<file path="src/rtl/wisc_mc_ctrl_if.sv">
// Memory handshake bundle between the WISC multi-cycle controller and
// its instruction/data memories.
interface wisc_mc_ctrl_if;
    logic [15:0] instr;
    logic        imem_req;
    logic        imem_rdy;
    logic        dmem_req;
    logic        dmem_rdy;
    logic        dmem_wr;

    modport master (
        output imem_req, dmem_req, dmem_wr,
        input  instr, imem_rdy, dmem_rdy
    );

    modport slave (
        input  imem_req, dmem_req, dmem_wr,
        output instr, imem_rdy, dmem_rdy
    );
endinterface

</file>
<file path="src/rtl/wisc_mc_ctrl.sv">
// Multi-cycle control FSM for the 16-bit WISC core: latches the fetched
// instruction, sequences FETCH/DECODE/EXEC/MEM/WB, drives the sign-extender
// configuration, counts retired instructions and guards memory waits.
module wisc_mc_ctrl #(
    parameter int unsigned WAIT_LIMIT = 15,
    parameter int unsigned CNT_W      = 16
) (
    input  logic                 clk,
    input  logic                 rst_n,
    wisc_mc_ctrl_if.master       bus,
    input  logic                 br_taken,
    output logic [15:0]          ir,
    output logic                 sext_en,
    output logic                 sext_nine,
    output logic                 pc_en,
    output logic                 pc_sel,
    output logic                 rf_we,
    output logic                 halted,
    output logic                 fault,
    output logic [CNT_W-1:0]     retired
);

    localparam int unsigned   WW       = (WAIT_LIMIT < 1) ? 1 : $clog2(WAIT_LIMIT + 1);
    localparam logic [WW-1:0] WAIT_MAX = WW'(WAIT_LIMIT);

    typedef enum logic [2:0] {
        FETCH,
        DECODE,
        EXEC,
        MEM,
        WB,
        HALT
    } state_t;

    state_t        state;
    state_t        state_nxt;
    logic [WW-1:0] wait_cnt;
    logic [3:0]    opc;
    logic          ir_ld;
    logic          retire;
    logic          waiting;
    logic          wd_trip;
    logic          imem_req_st;
    logic          dmem_req_c;
    logic          dmem_wr_c;

    assign opc = ir[15:12];

    // imem_req is gated by rst_n so nothing is requested while reset is held
    assign bus.imem_req = imem_req_st & rst_n;
    assign bus.dmem_req = dmem_req_c;
    assign bus.dmem_wr  = dmem_wr_c;
    assign halted       = (state == HALT);

    // State, instruction register, watchdog, fault flag and retire counter
    always_ff @(posedge clk or negedge rst_n) begin
        if (!rst_n) begin
            state    <= FETCH;
            ir       <= '0;
            wait_cnt <= '0;
            fault    <= 1'b0;
            retired  <= '0;
        end else begin
            state <= state_nxt;
            if (ir_ld) begin
                ir <= bus.instr;
            end
            if (state_nxt != state) begin
                wait_cnt <= '0;
            end else if (waiting) begin
                wait_cnt <= wait_cnt + 1'b1;
            end
            if (wd_trip) begin
                fault <= 1'b1;
            end
            if (retire) begin
                retired <= retired + 1'b1;
            end
        end
    end

    // Next-state and control strobes; a ready arriving on the limit cycle wins
    always_comb begin
        state_nxt   = state;
        ir_ld       = 1'b0;
        retire      = 1'b0;
        waiting     = 1'b0;
        wd_trip     = 1'b0;
        imem_req_st = 1'b0;
        dmem_req_c  = 1'b0;
        dmem_wr_c   = 1'b0;
        pc_en       = 1'b0;
        pc_sel      = 1'b0;
        rf_we       = 1'b0;
        case (state)
            FETCH: begin
                imem_req_st = 1'b1;
                if (bus.imem_rdy) begin
                    ir_ld     = 1'b1;
                    state_nxt = DECODE;
                end else if (wait_cnt == WAIT_MAX) begin
                    wd_trip   = 1'b1;
                    state_nxt = HALT;
                end else begin
                    waiting = 1'b1;
                end
            end
            DECODE: begin
                if (opc == 4'hF) begin
                    retire    = 1'b1;
                    state_nxt = HALT;
                end else begin
                    state_nxt = EXEC;
                end
            end
            EXEC: begin
                case (opc)
                    4'h8, 4'h9: state_nxt = MEM;
                    4'hC, 4'hD: begin
                        pc_en     = 1'b1;
                        pc_sel    = br_taken;
                        retire    = 1'b1;
                        state_nxt = FETCH;
                    end
                    default: state_nxt = WB;
                endcase
            end
            MEM: begin
                dmem_req_c = 1'b1;
                dmem_wr_c  = (opc == 4'h9);
                if (bus.dmem_rdy) begin
                    if (opc == 4'h9) begin
                        pc_en     = 1'b1;
                        retire    = 1'b1;
                        state_nxt = FETCH;
                    end else begin
                        state_nxt = WB;
                    end
                end else if (wait_cnt == WAIT_MAX) begin
                    wd_trip   = 1'b1;
                    state_nxt = HALT;
                end else begin
                    waiting = 1'b1;
                end
            end
            WB: begin
                rf_we     = 1'b1;
                pc_en     = 1'b1;
                retire    = 1'b1;
                state_nxt = FETCH;
            end
            HALT: begin
                state_nxt = HALT;
            end
            default: state_nxt = FETCH;
        endcase
    end

    // Sign-extender configuration from the latched opcode, live DECODE..WB
    always_comb begin
        sext_en   = 1'b0;
        sext_nine = 1'b0;
        if (state inside {DECODE, EXEC, MEM, WB}) begin
            case (opc)
                4'hC: begin
                    sext_en   = 1'b1;
                    sext_nine = 1'b1;
                end
                4'h8, 4'h9: sext_en = 1'b1;
                default: ;
            endcase
        end
    end

endmodule
</file>
<file path="src/flat_wrapper.sv">
// flat-port wrapper written by rule: the top's interface ports become plain ports
module wisc_mc_ctrl_flat 
#(
    parameter int unsigned WAIT_LIMIT = 15,
    parameter int unsigned CNT_W      = 16
)
  (clk, rst_n, br_taken, ir, sext_en, sext_nine, pc_en, pc_sel, rf_we, halted, fault, retired, bus_imem_req, bus_dmem_req, bus_dmem_wr, bus_instr, bus_imem_rdy, bus_dmem_rdy);
  wisc_mc_ctrl_if bus_i ();
  input  logic clk;
  input  logic rst_n;
  input  logic br_taken;
  output logic [15:0] ir;
  output logic sext_en;
  output logic sext_nine;
  output logic pc_en;
  output logic pc_sel;
  output logic rf_we;
  output logic halted;
  output logic fault;
  output logic [CNT_W-1:0] retired;
  output wire logic [$bits(bus_i.imem_req)-1:0] bus_imem_req;
  output wire logic [$bits(bus_i.dmem_req)-1:0] bus_dmem_req;
  output wire logic [$bits(bus_i.dmem_wr)-1:0] bus_dmem_wr;
  input wire logic [$bits(bus_i.instr)-1:0] bus_instr;
  input wire logic [$bits(bus_i.imem_rdy)-1:0] bus_imem_rdy;
  input wire logic [$bits(bus_i.dmem_rdy)-1:0] bus_dmem_rdy;
  assign bus_imem_req = bus_i.imem_req;
  assign bus_dmem_req = bus_i.dmem_req;
  assign bus_dmem_wr = bus_i.dmem_wr;
  assign bus_i.instr = bus_instr;
  assign bus_i.imem_rdy = bus_imem_rdy;
  assign bus_i.dmem_rdy = bus_dmem_rdy;
  wisc_mc_ctrl #(.WAIT_LIMIT(WAIT_LIMIT), .CNT_W(CNT_W)) u_core (.clk(clk), .rst_n(rst_n), .bus(bus_i), .br_taken(br_taken), .ir(ir), .sext_en(sext_en), .sext_nine(sext_nine), .pc_en(pc_en), .pc_sel(pc_sel), .rf_we(rf_we), .halted(halted), .fault(fault), .retired(retired));
endmodule
</file>
<file path="config.mk">
export PLATFORM = sky130hd
export DESIGN_NAME = wisc_mc_ctrl_flat
export DESIGN_NICKNAME = d
export VERILOG_FILES = /design/src/rtl/wisc_mc_ctrl_if.sv /design/src/rtl/wisc_mc_ctrl.sv /design/src/flat_wrapper.sv
export SDC_FILE = /design/constraint.sdc
export NUM_CORES = 1
export LEC_CHECK = 0
export CELL_PAD_IN_SITES_DETAIL_PLACEMENT = 1
export CELL_PAD_IN_SITES_GLOBAL_PLACEMENT = 1
export CORE_ASPECT_RATIO = 0.7
export CORE_MARGIN = 2
export CORE_UTILIZATION = 25
export CTS_CLUSTER_DIAMETER = 60
export CTS_CLUSTER_SIZE = 20
export DETAILED_ROUTE_END_ITERATION = 8
export GPL_ROUTABILITY_DRIVEN = 0
export PLACE_DENSITY_LB_ADDON = 0.1
export SETUP_SLACK_MARGIN = 0.15
export SLEW_MARGIN = 20
export SYNTH_ARGS = -nofsm -noshare
export SYNTH_HDL_FRONTEND = slang
export SYNTH_SLANG_ARGS = --single-unit
</file>
<file path="constraint.sdc">
create_clock -name clk -period 3 [get_ports clk]
set_input_delay 0.6 -clock clk [delete_from_list [all_inputs] [get_ports clk]]
set_output_delay 0.6 -clock clk [all_outputs]
set_load 0.1 [all_outputs]
</file>
After elaboration in Yosys (flattened, before gate mapping):

Index checks and enable logic that the tools add are counted.

* $add $sub $neg: 2
* bitwise gates (word level): 1
* reduce and logical (&&, ||, !) cells: 6
* eq/ne operators: 12
* mux-type cells: 35

Operators with widths (count)
* equality test 4 bit (second input constant): 6
* 2-to-1 mux 1 bit: 22
* adder 16 x 1 -> 16 bit (second input constant): 1
* 2-to-1 mux 3 bit: 5
* one-hot mux 3 bit (5 select lines): 1
* 2-to-1 mux 4 bit: 2
* equality test 3 x 2 -> 1 bit (second input constant): 2
* equality test 3 bit (second input constant): 2
* one-hot mux 3 bit (2 select lines): 1
* adder 4 x 1 -> 4 bit (second input constant): 1
* one-hot mux 1 bit (2 select lines): 2
* one-hot mux 1 bit (4 select lines): 1
* nonzero test 4 bit: 1
* OR reduction 2 bit: 2
* equality test 3 x 1 -> 1 bit (second input constant): 1
* logical NOT 3 bit: 1
* != test 3 bit: 1
* one-hot mux 1 bit (3 select lines): 1
* OR reduction 3 bit: 1
* nonzero test 2 bit: 1
* bitwise AND 1 bit: 1

* word-level logic and storage cells: 61
* register bits: 40
* output and inout bits: 42
* input port bits: 21

Depth between registers and ports, before layout:

Gate-level depths: netlist of run 1.

* depth in word-level cells: 6
* mapped depth: 7
* mapped depth without buffers: 6

Worst setup path before layout of run 1:

OpenSTA, ideal clock, no wires.

* path kind: register to output
* start point: reg u_core.ir[15]
* end point: out sext_en
* path slack: -1097 ps
* stages on the path, launching flop included: 3
* data required time: 2400 ps
* buffers on the path: 0
* arrival: 3497 ps
* path through: dfrtp_1 nand2b_1 a211oi_1

* longest elaborated chain between the ends: 4
* elaborated cells on any way between the ends: 6
* classes of those cells: eq/ne (3); mux (2); reduce/logical (1)

Ends and longest elaborated chain
* start, declared: line wisc_mc_ctrl.sv:12 `output logic [15:0] ir,`
* start signal, assigned: line wisc_mc_ctrl.sv:66 `ir <= bus.instr;`
* equality test 4 bit: line wisc_mc_ctrl.sv:164 `case (opc)`
* OR reduction 3 bit (no source line) *
* 2-to-1 mux 1 bit *: line wisc_mc_ctrl.sv:164
* 2-to-1 mux 1 bit *: line wisc_mc_ctrl.sv:163 `if (state inside {DECODE, EXEC, MEM, WB}) begin`
* end, declared: line flat_wrapper.sv:13 `output logic sext_en;`

Every way passes the cells marked *; elsewhere a longest branch is shown, timed or not.

Worst setup path in the final report of run 1:

* start point: reg u_core.state[0]
* end point: out pc_en

* longest elaborated chain between the ends: 2
* elaborated cells on any way between the ends: 4
* classes of those cells: eq/ne (3); mux (1)

Ends and longest elaborated chain
* start, declared: line wisc_mc_ctrl.sv:35 `state_t state;`
* start signal, assigned: line wisc_mc_ctrl.sv:64 `state <= state_nxt;`
* equality test 3 bit / equality test 3 x 2 -> 1 bit (equally long branches): line wisc_mc_ctrl.sv:95 `case (state)`
* one-hot mux 1 bit (3 select lines) *: line wisc_mc_ctrl.sv:95
* end, declared: line flat_wrapper.sv:15 `output logic pc_en;`

Marked as above.

==> results of run 1 <==
## through the flow
step	TNS (ps)	cells	util	hold WS, ps	setup WS, ps
finish	0	342	0.3603	390.9	544.3
global placement	0	334	0.3420	449.5	559.9
floorplan	-390.8	176	-	304.4	-145.6
detailed placement	0	334	0.3420	450.1	551.2
global route	0	342	0.3603	438.9	392.1
CTS	0	342	0.3603	415.0	539.5
## logic make-up after synthesis
group,after synthesis,synth area share
DFF,40,0.4978
xor gates and xnor gates,16,0.06970
adders and majority gates,2,0.01244
muxes,18,0.1002
AOI/OAI and AO/OA,21,0.08464
buffers and inverters,11,0.02862
and+or+nand+nor,68,0.2066
## final timing paths
path	end	startpoint	cells after the start	slack, ps
worst min-delay path	u_core.ir[1]	rst_n	2	390
worst min register to register	u_core.fault	u_core.fault	1	460
worst max register to register	u_core.wait_cnt[2]	u_core.state[0]	5	810
max in group asynchronous	u_core.retired[9]	rst_n	2	2240
min in group clk	u_core.fault	u_core.fault	1	460
worst max-delay path	pc_en	u_core.state[0]	4	540
## layer usage
layer  up-vias  track usage
met4         0      0.03704
li1        767            -
met1       788       0.1747
met5         -            0
met2        39       0.1762
met3         5      0.05115
## final cells by class
cell class | count | area share
inverters | 4 | 0.005317
clock buffers | 5 | 0.04431
multi-input cells | 125 | 0.3451
repair buffers | 64 | 0.1994
flip-flops and latches | 40 | 0.3545
well taps | 101 | 0.04475
clock inverters | 3 | 0.006646
## worst max-delay path, cell delays in order (launching register included)
cell and delay (ps):
dfrtp_1 640, nand3b_1 260, nor3_1 330, a21o_1 160, buf_12 180
## cells in the mapped netlist, drive strengths merged, types with 4 or more instances
master / instances
or3: 4
xnor2: 14
nand2: 4
o21ai: 5
nor3: 8
nand4: 8
a21oi: 4
nand3: 10
mux2: 17
and2: 7
inv: 4
nor2: 7
buf: 6
dfrtp: 40
## state kept, by name (all words and copies together) (netlist names)
register / count
u_core.state: 3
u_core.retired: 16
u_core.ir: 16
u_core.fault: 1
u_core.wait_cnt: 4
==> impl_metrics.csv, run 1 <==
group,metric,value,unit
floorplanning,fp.dieArea,0.008787,mm2
routing,drc,0,
routing,routed-wl-met3,395,um
cells_and_area,seq_area,0.001001,mm2
sta,max_freq,0.4072,GHz
clock_tree,cts.sinks,40,
synthesis,synth_warnings,0,
clock_tree,htree_levels,2,
synthesis,netlist_instances,176,
cells_and_area,postLayoutCellArea,0.002824,mm2
global_route,overflow,0,
cells_and_area,final_net_count,263,
routing,drtAntennaViolNets,0,
sta,period_minus_slack,2456,ps
synthesis,synth_enable_flop_cells,0,
routing,via_per_inst,4.675,
cells_and_area,drive_above_1_share,0.3485,
worst_setup_path,required,2400,ps
sta,tightest_slew,530.5,ps
cells_and_area,area_growth,40.45,%
clock_tree,clock_latency,280,ps
synthesis,ys_ff_latch,40,
global_route,antenna_found_initial,0,
worst_setup_path,crit_fanout,15,
worst_setup_path,crit_path_start_kind,"flop",
sta,finalClockSkew,4.922,ps
synthesis,ys_dominant_reg_cell,"dfrtp_1",
floorplanning,rows,27,
sta,slew_viol_final,0,
cells_and_area,n_antenna_cell,0,
synthesis,synth_top_area_cell,"dfrtp_1",
floorplanning,core_area,0.007838,mm2
synthesis,yosys-top-cells-area,"dfrtp_1, mux2_2, xnor2_1",
routing,topRoutingLayerUsed,"met4",
clock_tree,cts_setup_buffers,0,
clock_tree,cts_root_buffer,"clkbuf_16",
floorplanning,die-width,111.2,um
floorplanning,io_pins,63,
sta,finalSetupViolations,0,
routing,dr_wl_met2,2.169,mm
global_route,grt.total_usage,0.1249,
routing,wl,5.157,mm
worst_setup_path,worstSetupPathType,"flop to primary output",
clock_tree,cts_tree,"built",
placed_design,dp_hpwl,3.722,mm
routing,drt-initial-drc-count,56,
synthesis,ys_async_sr_fraction,1.000,
floorplanning,initial_utilization,0.2565,
synthesis,ys_types,45,
synthesis,syn_area,0.002011,mm2
synthesis,yosysTopAreaCellShare,0.4978,
routing,wl_per_cell,15.08,um
cells_and_area,multi_input_area,974.7,um2
clock_tree,cts.reportedPaths.clkPinSlew,60,ps
global_route,grt_pass1_vias,1693,
global_route,grt_pass1_wl,8.818,mm
cells_and_area,final_common_cell,"buf_4",
flow_run,maxCapViolations,0,
cells_and_area,nFillCells,872,
clock_tree,clk_path_buf_depth,2,
clock_tree,ctsHoldBuffers,0,
worst_setup_path,cp-end-kind,"primary output",
routing,drt-met1-wl,2.544,mm
global_route,grt_max_degree,41,
min_path,hold_path_class,"input port to async pin",
floorplanning,die_h,79.03,um
sta,relSlewSlack,0.6463,
synthesis,synth_nets,199,
placed_design,place_area,0.002680,mm2
sta,period_share,0.8186,
clock_tree,cts_resized,0,
routing,num_vias,1599,
worst_setup_path,worst_ep_arrival_time,1860,ps
status,status,"complete, no violations",
clock_tree,cts_buffers,5,
synthesis,avgSynthCellArea,11.42,um2
sta,rsz0062_at_grt,"false",
synthesis,ys_seq_area_frac,0.4978,
routing,first_pass_iters,4,
sta,hold_viol_final,0,
cells_and_area,final_cell_mix,"buf_4, dfrtp_1, clkdlybuf4s50_1",
placed_design,numPortBuffers,62,
Power of run 1 is left out: the tool's default activity adds up to more than one toggle a clock period on the data nets, which glitch-free logic cannot reach.
==> run 2: changes to the inputs <==
Clock period 3 ns to 2 ns, I/O delays scaled along.
==> impl_metrics.csv, run 2 (same netlist as run 1, synthesis figures left out) <==
group,metric,value,unit
status,status,"complete, but fails checks",
status,violations,"setup timing",
sta,period_minus_slack,2086,ps
sta,fin_ws,-86.46,ps
clock_tree,clock_latency,280,ps
global_route,grt.total_usage,0.1383,
routing,num_vias,1803,
power_and_ir_drop,power_switching_share,0.5104,
cells_and_area,nFillCells,814,
clock_tree,ctsHoldBuffers,0,
routing,drt-initial-drc-count,56,
sta,hold_viol_final,0,
floorplanning,die_h,79.03,um
clock_tree,htree_levels,2,
flow_run,maxCapViolations,0,
placed_design,numPortBuffers,62,
clock_tree,cts_tree,"built",
cells_and_area,final_common_cell,"buf_4",
power_and_ir_drop,p_sw,3.493,mW
clock_tree,cts_root_buffer,"clkbuf_16",
sta,relSlewSlack,0.6387,
global_route,overflow,0,
floorplanning,initial_utilization,0.2565,
placed_design,dp_hpwl,4.254,mm
clock_tree,cts.sinks,40,
floorplanning,io_pins,63,
sta,max_freq,0.4793,GHz
power_and_ir_drop,pwr-share-seq,0.204,
sta,period_share,1.043,
cells_and_area,stdcell_count,385,
floorplanning,die-width,111.2,um
routing,via_per_inst,4.683,
power_and_ir_drop,clkPwrFrac,0.145,
cells_and_area,drive_above_1_share,0.6056,
clock_tree,clk_path_buf_depth,2,
routing,drtAntennaViolNets,0,
placed_design,pre_cts_ws,-141.2,ps
worst_setup_path,crit_path_start_kind,"flop",
routing,drc,0,
routing,wl,6.313,mm
clock_tree,cts_buffers,5,
global_route,antenna_found_initial,0,
cells_and_area,final_net_count,306,
worst_setup_path,cp-end-kind,"primary output",
power_and_ir_drop,max-vdd-ir-drop,1.084,mV
power_and_ir_drop,power_frac_comb,0.652,
floorplanning,fp.dieArea,0.008787,mm2
worst_setup_path,required,1600,ps
power_and_ir_drop,p_per_area,1824,mW/mm2
sta,tightest_slew,542.0,ps
power_and_ir_drop,leakage,1.640,nW
cells_and_area,final_cell_mix,"buf_4, dfrtp_1, clkdlybuf4s50_1",
routing,wl_per_cell,16.40,um
floorplanning,rows,27,
cells_and_area,n_antenna_cell,0,
clock_tree,cts.reportedPaths.clkPinSlew,60,ps
worst_setup_path,worstSetupPathType,"flop to primary output",
floorplanning,core_area,0.007838,mm2
global_route,grt_pass1_vias,1892,
global_route,grt_pass1_wl,9.722,mm
worst_setup_path,worst_ep_arrival_time,1690,ps
sta,rsz0062_at_grt,"true",
worst_setup_path,crit_fanout,3,
routing,first_pass_iters,4,
sta,finalClockSkew,8.766,ps
min_path,hold_path_class,"input port to async pin",
cells_and_area,biggestRegsByFlops,"u_core.ir x16, u_core.retired x16, u_core.wait_cnt x4",
cells_and_area,area_growth,86.56,%
global_route,grt_max_degree,41,
sta,finalSetupViolations,5,
placed_design,dp_cells,352,
power_and_ir_drop,p_int,3.351,mW
sta,slew_viol_final,0,
-- run 2: cell count changes in the layout (fill, tap and decap cells not counted), moves of 5 or more --
cell     delta
buf_4      +17
buf_6      +10
dfrtp_1    -11
nand3_1     -7
dfrtp_2     +7
xnor2_1     -5
buf_12     +14
xnor2_2     +5
nor3_4      +5
-- run 2: power groups by stage --
stage / sequential, mW / combinational [mW] / clock [mW]
CTS: 1.38 / 4.10 / 1.01
detailed placement: 1.39 / 3.81 / 0
global route: 1.44 / 4.63 / 1.05
finish: 1.39 / 4.46 / 0.991
floorplan: 2.89 / 1.17 / 0
global placement: 1.38 / 3.79 / 0
-- run 2: timing repair --
action | in CTS | in global routing
pin swaps | 8 | 33
setup buffers | 9 | 15
resized for setup | 23 | 40
gates cloned | 0 | 1
endpoints found under the setup margin | 8 | 26
-- run 2: worst paths after layout --
check | startpoint | endpoint | slack [ps] | cells after the start
worst max register to register | u_core.state[1] | u_core.wait_cnt[2] | 70 | 8
worst min register to register | u_core.retired[15] | u_core.retired[15] | 460 | 1
worst max-delay path | u_core.ir[14] | pc_en | -90 | 5
max in group asynchronous | rst_n | u_core.ir[12] | 1380 | 2
worst min-delay path | rst_n | u_core.ir[2] | 200 | 2
min in group clk | u_core.retired[15] | u_core.retired[15] | 460 | 1
-- run 2: area by class of cell --
type,instances,area (um2),area share
clock inverter,1,30.03,0.008005
inverter,4,18.77,0.005003
clock buffer,7,152.6,0.04069
tap,101,126.4,0.03369
multi-input combinational,125,1272,0.3392
timing repair buffer,107,1126,0.3002
sequential,40,1025,0.2732
-- run 2: critical path, stage by stage, from the launching register on --
cell and delay, ps:
dfrtp_4 480, nand4bb_4 270, nor3_4 260, buf_4 150, a21o_4 90, buf_12 160
-- run 2: stage by stage --
stage | util | TNS, ps | cell area [um2] | total power, mW | hold WS [ps]
final | 0.4786 | -169.7 | 3751 | 6.843 | 204.5
after CTS | 0.4358 | -76.54 | 3416 | 6.488 | 225.8
after global routing | 0.4786 | -463.7 | 3751 | 7.131 | 246.8
after floorplan | - | -646.8 | 2108 | 4.060 | 104.4
after detailed placement | 0.3911 | -1167 | 3065 | 5.202 | 456.1
after global placement | 0.3911 | -1007 | 3065 | 5.172 | 444.4
-- run 2: routing by layer --
metal | track usage | up-vias | wire (um)
met1 | 0.1893 | 896 | 3027
met4 | 0.02469 | 0 | 20
li1 | - | 857 | -
met5 | 0 | - | 0
met3 | 0.05496 | 4 | 448
met2 | 0.2098 | 46 | 2817
Note: power is estimated with default switching activity, not from simulation.
==> run 3: changes to the inputs <==
Settings changed: ABC_AREA set to 1.
==> impl_metrics.csv, run 3 <==
group,metric,value,unit
placed_design,pre_cts_ws,43.81,ps
routing,first_pass_iters,4,
routing,via_per_inst,4.323,
worst_setup_path,endpoint,"sext_nine",
synthesis,synth_top_area_cell,"dfrtp_1",
synthesis,syn_area,0.002236,mm2
clock_tree,clk_path_buf_depth,2,
placed_design,dp_cells,439,
sta,period_share,1.031,
cells_and_area,final_net_count,366,
cells_and_area,drive_above_1_share,0.3983,
worst_setup_path,crit_family,"simple AND/OR/NAND/NOR gates",
floorplanning,io_pins,63,
sta,relSlewSlack,0.6397,
synthesis,ys_types,35,
sta,slew_viol_final,0,
routing,wl_per_cell,14.78,um
floorplanning,fp.dieArea,0.009729,mm2
min_path,hold_path_class,"input port to async pin",
global_route,grt_max_degree,41,
clock_tree,cts.reportedPaths.clkPinSlew,70,ps
synthesis,ys_ff_latch,40,
sta,tightest_slew,540.4,ps
sta,rsz0062_at_grt,"true",
global_route,grt_pass1_vias,2061,
synthesis,yosys-top-cells-area,"dfrtp_1, nand2_1, inv_1",
placed_design,numPortBuffers,62,
global_route,grt.total_usage,0.1462,
synthesis,synth_commonest_cells,"nand2_1, dfrtp_1, inv_1, nor2_1",
clock_tree,htree_levels,2,
worst_setup_path,worstSetupPathType,"flop to primary output",
cells_and_area,biggestRegsByFlops,"u_core.ir x16, u_core.retired x16, u_core.wait_cnt x4",
synthesis,yosysTopAreaCellShare,0.4477,
worst_setup_path,reg2reg_setup_slack,100,ps
sta,finalClockSkew,6.469,ps
cells_and_area,area_growth,58.03,%
cells_and_area,nFillCells,1000,
floorplanning,die_h,83.13,um
status,violations,"setup timing",
clock_tree,cts.sinks,40,
clock_tree,clock_latency,290,ps
clock_tree,cts_tree,"built",
routing,drc,0,
synthesis,ys_async_sr_fraction,1.000,
worst_setup_path,rr_startpoint,"u_core.state[0]",
cells_and_area,final_cell_mix,"nand2_1, buf_4, dfrtp_1",
worst_setup_path,critPathSlowestCell,"dfrtp_2",
routing,drtAntennaViolNets,0,
worst_setup_path,r2r-end,"u_core.retired[2]",
routing,wl,6.857,mm
worst_setup_path,required,1600,ps
sta,max_freq,0.4852,GHz
sta,fin_ws,-61.15,ps
worst_setup_path,cp_num_buf_inv,3,
clock_tree,cts_root_buffer,"clkbuf_16",
cells_and_area,n_antenna_cell,0,
clock_tree,cts_buffers,5,
synthesis,ys_seq_area_frac,0.4477,
sta,finalSetupViolations,5,
sta,period_minus_slack,2061,ps
floorplanning,rows,28,
routing,drt-initial-drc-count,52,
worst_setup_path,crit_path_start_kind,"flop",
flow_run,maxCapViolations,0,
synthesis,ys_dominant_reg_cell,"dfrtp_1",
status,status,"complete, but fails checks",
floorplanning,initial_utilization,0.2605,
worst_setup_path,worstRegToRegCells,9,
floorplanning,die-width,117.0,um
synthesis,synth_enable_flop_cells,0,
cells_and_area,stdcell_count,464,
routing,num_vias,2006,
global_route,overflow,0,
sta,hold_viol_final,0,
worst_setup_path,worst_ep_arrival_time,1660,ps
worst_setup_path,critical_path.max_stage_delay,400,ps
synthesis,synth_warnings,0,
worst_setup_path,path_cells,"buf_6, nor3_4, or3_4, nand4_1, clkinvlp_4, buf_12",
synthesis,synth.most_common_cell,"nand2_1",
floorplanning,core_area,0.008583,mm2
worst_setup_path,crit_fanout,3,
cells_and_area,utilization,0.4117,
synthesis,avgSynthCellArea,8.768,um2
sta,tns,-212.5,ps
worst_setup_path,cp.depth,6,
worst_setup_path,cp-end-kind,"primary output",
worst_setup_path,crit_start,"u_core.state[1]",
global_route,grt_pass1_wl,10.85,mm
global_route,antenna_found_initial,0,
placed_design,dp_hpwl,5.183,mm
synthesis,synth_nets,278,
synthesis,netlist_instances,255,
==> run 3: changes by cell type in the layout (fill, tap and decap cells not counted), moves of 10 or more <==
| cell | change |
|---|---|
| nand2_1 | +47 |
| inv_1 | +25 |
| nor2_1 | +13 |
| xor2_1 | +11 |
| buf_4 | -10 |
==> run 3: what timing repair did <==
| action | 4_1_cts | 5_1_grt |
|---|---|---|
| setup endpoints to repair | 6 | 9 |
| gates cloned | 0 | 0 |
| pin swaps | 6 | 13 |
| hold buffers | 0 | 0 |
| gates resized for setup | 5 | 16 |
| setup buffers | 7 | 10 |
==> run 3: how the worst min path moves through the flow <==
stage                             from             to  slack, ps  cells past startpoint
after floorplan                  rst_n   u_core.fault        100                      0
after global placement    u_core.fault   u_core.fault        460                      1
after detailed placement  u_core.fault   u_core.fault        480                      1
after CTS                        rst_n  u_core.ir[10]        220                      2
after global routing             rst_n  u_core.ir[10]        240                      2
final                            rst_n   u_core.ir[1]        180                      2
==> run 3: cells by family (layout without fill, tap and decap cells) <==
logic type,count (synthesis),count (layout),synth area share
AOI/OAI and AO/OA,17,17,0.04925
muxes,13,13,0.06547
xor gates and xnor gates,15,15,0.06212
buffers and inverters,40,129,0.07554
DFF,40,40,0.4477
and+or+nand+nor,128,128,0.2888
adders and majority gates,2,2,0.01119
==> run 3: area by class of cell <==
class                           count  area, um2  area share
Clock buffer                        5      125.1     0.03541
Multi-Input combinational cell    175       1189      0.3364
Clock inverter                      3      46.29     0.01310
Tap cell                          120      150.1     0.04249
Sequential cell                    40       1020      0.2886
Timing Repair Buffer               84      849.6      0.2404
Inverter                           37      153.9     0.04356
==> run 3: routing by layer <==
layer | share of wire | global-route usage | up-vias | wire, um
met4 | 0.013 | 0.04171 | 0 | 87
met3 | 0.041 | 0.04088 | 7 | 281
met1 | 0.52 | 0.2145 | 962 | 3559
li1 | - | - | 1000 | -
met2 | 0.43 | 0.2081 | 37 | 2929
met5 | 0 | 0 | - | 0
==> run 3: through the flow <==
step,area [um2],hold slack [ps]
2_1_floorplan,2337,104.4
3_3_place_gp,3164,460.2
3_5_place_dp,3164,480.1
4_1_cts,3402,218.3
5_1_grt,3533,241.8
6_report,3533,181.3
Power of run 3 is left out for the same reason.
